File: config.mk
export PLATFORM = sky130hd
export DESIGN_NAME = shift_left_logical_seq
export DESIGN_NICKNAME = d
export VERILOG_FILES = /design/src/rtl/shift_left_logical_seq.sv
export SDC_FILE = /design/constraint.sdc
export NUM_CORES = 1
export LEC_CHECK = 0
export CORE_AREA = 4 4 175 177
export CTS_BUF_LIST = sky130_fd_sc_hd__clkbuf_8
export CTS_CLUSTER_DIAMETER = 100
export DETAILED_ROUTE_END_ITERATION = 10
export DIE_AREA = 0 0 179 181
export DONT_BUFFER_PORTS = 1
export GPL_TIMING_DRIVEN = 1
export HOLD_SLACK_MARGIN = 0.03
export PLACE_DENSITY = 0.53
export SYNTH_ARGS = -nofsm -noshare
export SYNTH_HDL_FRONTEND = slang
export SYNTH_SLANG_ARGS = --single-unit
File: constraint.sdc
create_clock -name clk -period 7.45 [get_ports clk]
set_input_delay 1.49 -clock clk [delete_from_list [all_inputs] [get_ports clk]]
set_output_delay 1.49 -clock clk [all_outputs]
set_load 0.02 [all_outputs]
File: src/rtl/shift_left_logical_seq.sv
// Multi-cycle logical left shifter (SLL/SLLI, optional SLLW/SLLIW) for the RV64 ALU.
// One log-stage per cycle, MSB stage first, with valid/ready handshakes on both sides.
module shift_left_logical_seq #(
  parameter int XLEN    = 64,
  parameter int SHW     = $clog2(XLEN),
  parameter bit WORD_EN = 1'b1
) (
  input  logic            clk,
  input  logic            rst,
  input  logic            in_valid,
  output logic            in_ready,
  input  logic [XLEN-1:0] in_a,
  input  logic [SHW-1:0]  in_shamt,
  input  logic            in_word,
  output logic            out_valid,
  input  logic            out_ready,
  output logic [XLEN-1:0] out_result
);

  localparam int STW = (SHW > 1) ? $clog2(SHW) : 1;
  // Word ops only make sense on a 64-bit datapath.
  localparam logic WORD_OK = WORD_EN && (XLEN == 64);
  localparam logic [SHW-1:0] WORD_MASK = {1'b0, {(SHW-1){1'b1}}};
  localparam logic [STW-1:0] LAST_STAGE = STW'(SHW - 1);

  typedef enum logic [1:0] {
    ST_IDLE  = 2'd0,
    ST_SHIFT = 2'd1,
    ST_DONE  = 2'd2
  } state_e;

  state_e          state_r;
  logic [XLEN-1:0] acc_r;
  logic [SHW-1:0]  amt_r;
  logic            wd_r;
  logic [STW-1:0]  stage_r;

  logic            word_s;
  logic [SHW-1:0]  amt_in_s;
  logic [SHW-1:0]  dist_s;
  logic [XLEN-1:0] acc_nxt_s;
  logic [XLEN-1:0] result_nxt_s;

  // Sign-extend the low 32 bits of a value to the full datapath width.
  function automatic logic [XLEN-1:0] sext_word(input logic [XLEN-1:0] v);
    logic [XLEN-1:0] r;
    for (int i = 0; i < XLEN; i++) begin
      r[i] = (i < 32) ? v[i] : v[31];
    end
    return r;
  endfunction

  assign word_s   = in_word & WORD_OK;
  assign amt_in_s = word_s ? (in_shamt & WORD_MASK) : in_shamt;

  // One log-stage of the shift plus the final result formatting.
  always_comb begin
    dist_s    = SHW'(1) << stage_r;
    acc_nxt_s = acc_r;
    if (amt_r[stage_r]) begin
      acc_nxt_s = acc_r << dist_s;
    end else begin
      acc_nxt_s = acc_r;
    end
    result_nxt_s = wd_r ? sext_word(acc_nxt_s) : acc_nxt_s;
  end

  // Control FSM, datapath registers and registered handshake/result outputs.
  always_ff @(posedge clk) begin
    if (rst) begin
      state_r    <= ST_IDLE;
      acc_r      <= {XLEN{1'b0}};
      amt_r      <= {SHW{1'b0}};
      wd_r       <= 1'b0;
      stage_r    <= {STW{1'b0}};
      in_ready   <= 1'b1;
      out_valid  <= 1'b0;
      out_result <= {XLEN{1'b0}};
    end else begin
      case (state_r)
        ST_IDLE: begin
          if (in_valid) begin
            acc_r    <= in_a;
            amt_r    <= amt_in_s;
            wd_r     <= word_s;
            stage_r  <= LAST_STAGE;
            in_ready <= 1'b0;
            state_r  <= ST_SHIFT;
          end else begin
            in_ready <= 1'b1;
          end
        end
        ST_SHIFT: begin
          acc_r <= acc_nxt_s;
          if (stage_r == STW'(0)) begin
            // Result is captured on the last stage edge so it is ready with out_valid.
            out_result <= result_nxt_s;
            out_valid  <= 1'b1;
            state_r    <= ST_DONE;
          end else begin
            stage_r <= stage_r - STW'(1);
          end
        end
        ST_DONE: begin
          if (out_ready) begin
            out_valid <= 1'b0;
            in_ready  <= 1'b1;
            state_r   <= ST_IDLE;
          end else begin
            out_valid <= 1'b1;
          end
        end
        default: begin
          state_r   <= ST_IDLE;
          in_ready  <= 1'b1;
          out_valid <= 1'b0;
        end
      endcase
    end
  end

endmodule
==> results of run 1 <==
area by class of cell:
type	instances	area, um^2
inverter	17	63.8
timing repair buffer	36	273
multi-input combinational	1118	7770
sequential	142	2840
clock inverter	14	159
fill	3057	17400
antenna	1	2.50
tap	390	488
clock buffer	18	248
power by group:
part | switching (mW) | internal [mW]
registers | 0.394 | 0.915
logic | 1.76 | 0.877
clock network | 0.353 | 0.313
placed cells by master (no fill, tap or decap), types with 12 or more instances in the layout:
master / count
a211o_1: 16
nor3_1: 24
mux4_2: 24
or3_1: 16
mux2_2: 27
a22oi_1: 19
dfxtp_1: 141
buf_4: 35
a211oi_1: 68
a21oi_1: 96
clkbuf_8: 18
a31oi_1: 33
o211ai_1: 29
and2_1: 12
a311oi_1: 13
and4_1: 16
inv_1: 16
nand2_1: 150
nor2_1: 102
nand3_1: 34
o21ai_0: 95
a221oi_1: 15
a21o_1: 12
o221ai_1: 15
and3b_1: 36
mux2i_1: 36
worst reg2reg max path, delay by kind of cell (launching register included):
family / cells / cell delay, ps
AOI/OAI and AO/OA: 5 / 2210
and+or+nand+nor: 2 / 1050
DFF: 1 / 480
adders and majority gates: 1 / 320
buffers and inverters: 1 / 170
sequential cells by signal, summed over array words and instances, names as in the netlist:
register    cells
in_ready        1
state_r         2
out_result     64
stage_r         3
acc_r          64
amt_r           6
out_valid       1
wd_r            1
layer usage:
layer	GRT usage	share of wire	up-vias
met2	0.506	0.43	887
met1	0.451	0.40	6031
met3	0.0693	0.10	197
met4	0.192	0.070	2
li1	-	-	5370
met5	0	0.00020	-
worst paths after layout:
path / start / end / slack, ps / cells after the start
worst max-delay path: stage_r[0]$_SDFFE_PP0P_ / out_result[34]$_SDFFE_PP0P_ / 3150 / 9
worst min-delay path: amt_r[0]$_SDFFE_PP0P_ / amt_r[0]$_SDFFE_PP0P_ / 470 / 2
worst max register to register: stage_r[0]$_SDFFE_PP0P_ / out_result[34]$_SDFFE_PP0P_ / 3150 / 9
worst min register to register: amt_r[0]$_SDFFE_PP0P_ / amt_r[0]$_SDFFE_PP0P_ / 470 / 2
logic make-up after synthesis:
group                    Yosys count
buffers and inverters            191
flip-flops                       142
multiplexers                      87
AND/OR/NAND/NOR                  455
adder cells (fa/ha/maj)            8
AO/OA/AOI/OAI                    568
==> results.md, run 1 <==
* Status: completed
* Post-Route Setup TNS at 0 ps
* DRT Pass-1 Iters at 7
* Tmin final at 4300 ps
* Final Max Slew Viols at 0
* Min-delay worst type: reg -> reg
* WP buf/inv at 1
* Most frequent cell after synthesis: nand2_1
* Adder-cell share of the synthesized area at 0.00869
* Power per cell area at 389 nW/um^2
* Post-route non-filler standard cell count at between 1500 and 2000
* Placed Instances at 1703
* Design area at 11900 um^2
* CP Cell Sequence: inv_1 -> ha_4 -> nand2b_4 -> a21oi_1 -> a221oi_1 -> a22oi_2 -> o2bb2ai_2 -> nand2_2 -> o211ai_1
* YS warnings at 0
* Hold WS at 469 ps
* Post-route ant nets at 0
* Crit-path max FO at 67
* Row count at 63
* Critical path required time at between 7000 and 8000 ps
* Final Hold Viols at 0
* Worst-Skew Late Latency at 470 ps
* DRC Markers at 0
* Via count at 12500
* DIE WIDTH at approximately 180 um
* Worst Setup Start Kind: flip-flop
* Hpwl dp at 40600 um
* I/O Pins at 141
* Post-Place Worst Slack at 3260 ps
* Inserted Clock Buffers at 17
* Largest net degree at the start of global routing at 83
* I/O Buffers at 0
* Synth Area in XOR/XNOR at 0
* Largest area contributor in the netlist: dfxtp_1
* Vias in the first global route at 11700
* Final nets at about 1400
* Crit path max-delay cell type: nand2b_4
* Finished Core Util at 0.405
* Worst vdd ir at just over 300 uV
* CP arrival at 4690 ps
* GR Overflow Total at 0
* Synth cell types at 94
* Drt via density at 7.19
* Leakage at around 4.2 nW
* Syn Std Cell Area at 11500 um^2
* Top cells by count, synth: nand2_1, dfxtp_1, nor2_1, a21oi_1, o21ai_0
* RSZ-0062 raised after global routing: false
* Post-CTS Setup Inserts at 0
* Yosys top cell area share at 0.247
* Final Power at 4.61 mW
* CP endpoint kind: flip-flop
* Initial core utilization at 0.394
* GR Util All Layers at 0.338
* Compound-Gate Fraction of Synth Area at 0.354
* Cells after Synth at 1451
* Register bit total from synthesis at ~140
* CP peak stage delay at between 700 and 800 ps
* Sequential element share of the synthesized area at 0.247
* H-tree levels at 4
* CTS tree: done
* Final Skew at around 22 ps
* Routed len/inst at 32.5 um
* Synth area leaders: dfxtp_1, nand2_1, mux4_2
* Core area at 29200 um^2
* Final WS setup at around 3100 ps
* CP delay by family, top: compound AO/OA/AOI/OAI gates
* Die footprint at 32400 um^2
* Hold_buf cts at 0
* Max transition margin at 0.219
* Root buf cell: clkbuf_8
* Max cap viols at 0
* DR iter-0 viols at 1901
* Routability cong. at 1.03
* Post-synthesis mux area share at 0.105
* Antenna violations before repair at 2
* Worst-Margin Slew at 1170 ps
* Area delta synth->final at 2.90%
* First-pass GRT wire length at between 80000 and 90000 um
* Fmax at 232 MHz
* Post-cts resize count at 0
* Syn Nets at 1534
* Syn Area/Cell at 7.94 um^2
* Main combinational cell family by area after synthesis: compound AO/OA/AOI/OAI gates
* Number of synthesized flops with an enable pin at 0
* Simple-gate area share of the yosys netlist at 0.203
* Die height at 181 um
* Setup violators final at 0
* Clock Sinks at roughly 140
* Post-synthesis async set-or-reset flop share at 0
* Critical path class: reg -> reg
* Dpl cell area at between 10000 and 15000 um^2
* Ys flop type: dfxtp_1
* CTS max path bufs at 2
* Clock transition at path regs at around 90 ps
* Final wirelength at 56400 um
* Layout cell share with drive strength beyond 1 at 0.123
* Final Cycle Share at 0.578
Power figures use the tool's default switching activity.
==> run 2: changes to the inputs <==
clock period = 4.3 ns   (was 7.45 ns; I/O delays follow)
==> run 2 against run 1 <==
The flow now finishes with violations (slew limit); largest power group unchanged; largest cell class unchanged; sequential share of layout area decreased by 0.88 points; power increased by 84%; non-clock buffer count increased by 51; first-iteration DRC count increased by 15%.
==> results.md, run 2 (synthesis gave the netlist of run 1 again) <==
* Routed len/inst at roughly 34 um
* RSZ-0062 raised after global routing: false
* Max transition margin at -0.0443
* R2r setup slk at approximately 80 ps
* DRT Pass-1 Iters at 7
* Hold Path Origin: amt_r[5]$_SDFFE_PP0P_
* Die footprint at 32400 um^2
* Routability cong. at 1.08
* Final wirelength at 60900 um
* Critical path class: reg -> reg
* Gate power share at 0.588
* DR iter-0 viols at roughly 2200
* Final Skew at 25.3 ps
* Worst Setup Start Kind: flip-flop
* Via count at 12900
* I/O Pins at 141
* Power per cell area at just under 700 nW/um^2
* Hold endpoint: amt_r[5]$_SDFFE_PP0P_
* H-tree levels at 4
* Die height at between 150 and 200 um
* GR Util All Layers at 0.365
* Area delta synth->final at 6.80%
* Dpl cell area at roughly 12000 um^2
* Most frequent cells in the layout: nand2_1, dfxtp_1, nor2_1, a21oi_1, o21ai_0
* WP buf/inv at 2
* Post-route non-filler standard cell count at 1788
* CTS max path bufs at 2
* Worst vdd ir at 500 uV
* Post-Route Setup TNS at 0 ps
* Final nets at 1466
* Internal power at 3.95 mW
* Root buf cell: clkbuf_8
* Largest net degree at the start of global routing at 83
* Final Cycle Share at 0.982
* Crit-path max FO at 14
* Placed Instances at between 1500 and 2000
* Seq pwr share at 0.265
* Post-cts resize count at 0
* Min-delay worst type: reg -> reg
* DRC Markers at 0
* Worst-Margin Slew at 1570 ps
* Drt via density at 7.19
* Final Hold Viols at 0
* Status: complete, but fails checks
* Vias in the first global route at 12200
* Worst r2r src: stage_r[0]$_SDFFE_PP0P_
* Core area at approximately 29000 um^2
* DIE WIDTH at 179 um
* Design area at roughly 12000 um^2
* I/O Buffers at 0
* Post-CTS Setup Inserts at 0
* Hpwl dp at between 40000 and 50000 um
* Finished Core Util at 0.421
* Final WS setup at ~78 ps
* Clock transition at path regs at 90 ps
* Row count at 63
* Worst-Skew Late Latency at between 400 and 500 ps
* Antenna violations before repair at 0
* GR Overflow Total at 0
* Max cap viols at 0
* CP peak stage delay at 880 ps
* Biggest regs: acc_r x64, out_result x64, amt_r x6
* Initial core utilization at 0.394
* Setup violators final at 0
* Inserted Clock Buffers at 17
* Psw at 4.54 mW
* CTS tree: done
* Hold_buf cts at 0
* Violated checks: slew limit
* First-pass GRT wire length at 87300 um
* Commonest non-fill, non-tap cell in the layout: nand2_1
* Clock share of power at 0.147
* Final Max Slew Viols at 4
* Hold path cells at 2
* Leakage at 4.44 nW
* Critical path required time at 4680 ps
* Tmin final at 4220 ps
* Crit path max-delay cell type: a221oi_1
* Worst reg2reg path endpoint: out_result[55]$_SDFFE_PP0P_
* CP endpoint kind: flip-flop
* Layout cell share with drive strength beyond 1 at 0.154
* Switching share of total power at 0.534
* CP delay by family, top: compound AO/OA/AOI/OAI gates
* CP arrival at 4600 ps
* FF-to-FF path depth at 10
* Hold WS at 457 ps
* Fmax at ~240 MHz
* Final Power at 8.49 mW
* Post-route ant nets at 0
* CP Cell Sequence: inv_1 -> ha_1 -> buf_4 -> and3b_1 -> a22o_1 -> a221oi_1 -> a22oi_2 -> o2bb2ai_2 -> nand2_2 -> o211ai_1
* Post-Place Worst Slack at 294 ps
* Clock Sinks at 142
run 2: final cells by class:
class                           count  area (um^2)
Antenna cell                        2         5.00
Clock buffer                       18          248
Clock inverter                     14          189
Fill cell                        2967        16900
Inverter                           17         63.8
Multi-Input combinational cell   1118         7770
Sequential cell                   142         2840
Tap cell                          390          488
Timing Repair Buffer               87          691
run 2: worst max path at each step:
stage,end,startpoint,depth (start not counted),slack (ps)
after floorplan,out_result[59]$_SDFFE_PP0P_,stage_r[0]$_SDFFE_PP0P_,12,1600
after global placement,out_result[55]$_SDFFE_PP0P_,stage_r[0]$_SDFFE_PP0P_,10,230
after detailed placement,out_result[55]$_SDFFE_PP0P_,stage_r[0]$_SDFFE_PP0P_,10,290
after CTS,out_result[55]$_SDFFE_PP0P_,stage_r[0]$_SDFFE_PP0P_,10,230
after global routing,out_result[55]$_SDFFE_PP0P_,stage_r[0]$_SDFFE_PP0P_,10,30
final,out_result[55]$_SDFFE_PP0P_,stage_r[0]$_SDFFE_PP0P_,10,80
run 2: tightest hold or removal path: cells and delay by family, from the launching register on:
family | cells | cell delay, ps
AOI/OAI and AO/OA | 1 | 50
DFF | 1 | 320
and+or+nand+nor | 1 | 50
run 2: metal layers:
metal  up-vias  share of wire  routed length (um)  global-route usage
met3       219          0.091                5570              0.0668
met1      6300           0.39               23800               0.474
li1       5468              -                   -                   -
met5         -              0                   0                   0
met4         0          0.066                4040               0.186
met2       873           0.45               27500               0.576
run 2: power groups by stage:
stage | clock, mW | sequential, mW | combinational (mW)
after detailed placement | 0 | 2.26 | 4.78
after global routing | 1.32 | 2.27 | 5.17
after CTS | 1.25 | 2.23 | 4.80
after global placement | 0 | 2.26 | 4.80
final | 1.25 | 2.25 | 4.99
after floorplan | 0 | 1.91 | 3.29
==> run 3: changes to the inputs <==
PLACE_DENSITY = unset   (was 0.53)
SLEW_MARGIN = 20   (was unset)
==> run 3 against run 2 <==
The run now ends clean; clock skew is 5.0 ps lower; critical path depth decreased by 1; design area about the same; first-iteration DRC count shrank 12%; clock power shrank 12%; sequential power barely moved; register-to-register slack gained 270 ps; fmax is 6.7% higher; flip-flop and latch count unchanged; routed wire length decreased by 0.50%.
==> results.md, run 3 (synthesis gave the netlist of run 1 again) <==
* Status: completed
* Worst reg2reg path endpoint: acc_r[43]$_SDFFE_PP0P_
* Tmin final at 3960 ps
* CP delay by family, top: compound AO/OA/AOI/OAI gates
* CP Cell Sequence: inv_1 -> ha_1 -> buf_4 -> or3_1 -> nand2_1 -> a2111oi_1 -> a21oi_1 -> o221ai_1 -> a221o_1
* Worst r2r src: stage_r[1]$_SDFFE_PP0P_
* Antenna violations before repair at 2
* Commonest non-fill, non-tap cell in the layout: nand2_1
* Post-CTS Setup Inserts at 0
* DR iter-0 viols at ~1900
* Post-Route Setup TNS at 0 ps
* Crit path max-delay cell type: a2111oi_1
* Post-route ant nets at 0
* DRC Markers at 0
* Placed Instances at 1763
* Length of routed wiring on met1 at 22900 um
* Routed wl met3 at roughly 6300 um
* Inserted Clock Buffers at 17
* Final wirelength at between 60000 and 70000 um
* Hold WS at 462 ps
* Hpwl dp at 45600 um
* Final Cycle Share at 0.920
* Max cap viols at 0
* Met2 Routed Length at 27000 um
* Clock Sinks at 142
* Hold path cells at 2
* Design area at 12300 um^2
* H-tree levels at 4
* Hold_buf cts at 0
* DRT Pass-1 Iters at 6
* CP peak stage delay at 1010 ps
* CP endpoint kind: flip-flop
* GR Util All Layers at 0.363
* N_diodes at 0
* Drt via density at 7.30
* DIE WIDTH at 179 um
* Row count at 63
* Hold endpoint: amt_r[3]$_SDFFE_PP0P_
* Area delta synth->final at 6.83%
* First-pass GRT wire length at 87000 um
* Biggest regs: acc_r x64, out_result x64, amt_r x6
* Final Skew at 20.3 ps
* R2r setup slk at 340 ps
* Critical path class: reg -> reg
* CTS tree: done
* Post-cts resize count at 0
* Power per cell area at 682 nW/um^2
* CTS max path bufs at 2
* I/O Pins at approximately 140
* Initial core utilization at 0.394
* Worst Setup Start Kind: flip-flop
* Min-delay worst type: reg -> reg
* Dpl cell area at 11900 um^2
* Critical Path Start: stage_r[1]$_SDFFE_PP0P_
* Uppermost layer routed: met4
* Routed len/inst at ~34 um
* Layout cell share with drive strength beyond 1 at 0.159
* I/O Buffers at 0
* Worst vdd ir at 516 uV
* CP arrival at 4350 ps
* Worst-Margin Slew at 1070 ps
* RSZ-0062 raised after global routing: false
* Vias in the first global route at roughly 12000
* Critical path required time at 4700 ps
* Via count at roughly 13000
* Leakage at 4.45 nW
* Clock transition at path regs at 90 ps
* Final Hold Viols at 0
* Root buf cell: clkbuf_8
* Post-route non-filler standard cell count at 1794
* Routability cong. at 1.08
* Most frequent cells in the layout: nand2_1, dfxtp_1, nor2_1, a21oi_1, o21ai_0
* Max transition margin at 0.282
* Worst-Skew Late Latency at 470 ps
* Final Max Slew Viols at 0
* GR Overflow Total at 0
* Fmax at 253 MHz
* Die footprint at 32400 um^2
* Setup violators final at 0
* Final nets at 1475
* Core area at 29200 um^2
* WP buf/inv at 2
* Hold Path Origin: amt_r[3]$_SDFFE_PP0P_
* Crit-path max FO at 27
* Largest net degree at the start of global routing at 83
* Die height at 181 um
* FF-to-FF path depth at 9
[run 3: changes by cell type in the layout (fill, tap and decap cells not counted)]
cell	change
bufinv_16	-2
clkinvlp_4	+2
buf_4	+9
diode_2	-2
clkbuf_8	-1
[run 3: tightest hold or removal path, delay by kind of cell, from the launching register on]
kind,cells,cell delay [ps]
AOI/OAI and AO/OA,1,50
DFF,1,310
and+or+nand+nor,1,50
[run 3: layout make-up]
| cell class | instances | area, um^2 |
|---|---|---|
| multi-input cells | 1118 | 7770 |
| clock inverters | 14 | 144 |
| clock buffers | 17 | 234 |
| well taps | 390 | 488 |
| fillers | 3022 | 16900 |
| repair buffers | 96 | 758 |
| flip-flops and latches | 142 | 2840 |
| inverters | 17 | 63.8 |
[run 3: through the flow]
step | utilization | power, mW | setup WS, ps
final | 0.421 | 8.40 | 343
after global routing | 0.421 | 8.67 | 230
after CTS | 0.421 | 8.17 | 494
after detailed placement | 0.408 | 7.08 | 536
after global placement | 0.408 | 7.10 | 616
after floorplan | - | 5.20 | 1600
[run 3: power breakdown]
part           switching, mW  leakage (nW)  internal, mW
registers              0.680          1.16          1.59
clock network          0.590         0.185         0.511
logic                   3.31          3.11          1.72
total                   4.58          4.45          3.82
[run 3: routing by layer]
layer | global-route usage | vias to the layer above
met5 | 0 | -
met4 | 0.211 | 0
met3 | 0.0780 | 236
met2 | 0.552 | 1005
met1 | 0.471 | 6366
li1 | - | 5492
[run 3: how the worst max path moves through the flow]
stage	cells after the start	slack, ps	to
finish	9	340	acc_r[43]$_SDFFE_PP0P_
global route	9	230	acc_r[43]$_SDFFE_PP0P_
CTS	9	490	acc_r[43]$_SDFFE_PP0P_
detailed placement	9	540	acc_r[43]$_SDFFE_PP0P_
global placement	9	620	out_result[36]$_SDFFE_PP0P_
floorplan	12	1600	out_result[59]$_SDFFE_PP0P_
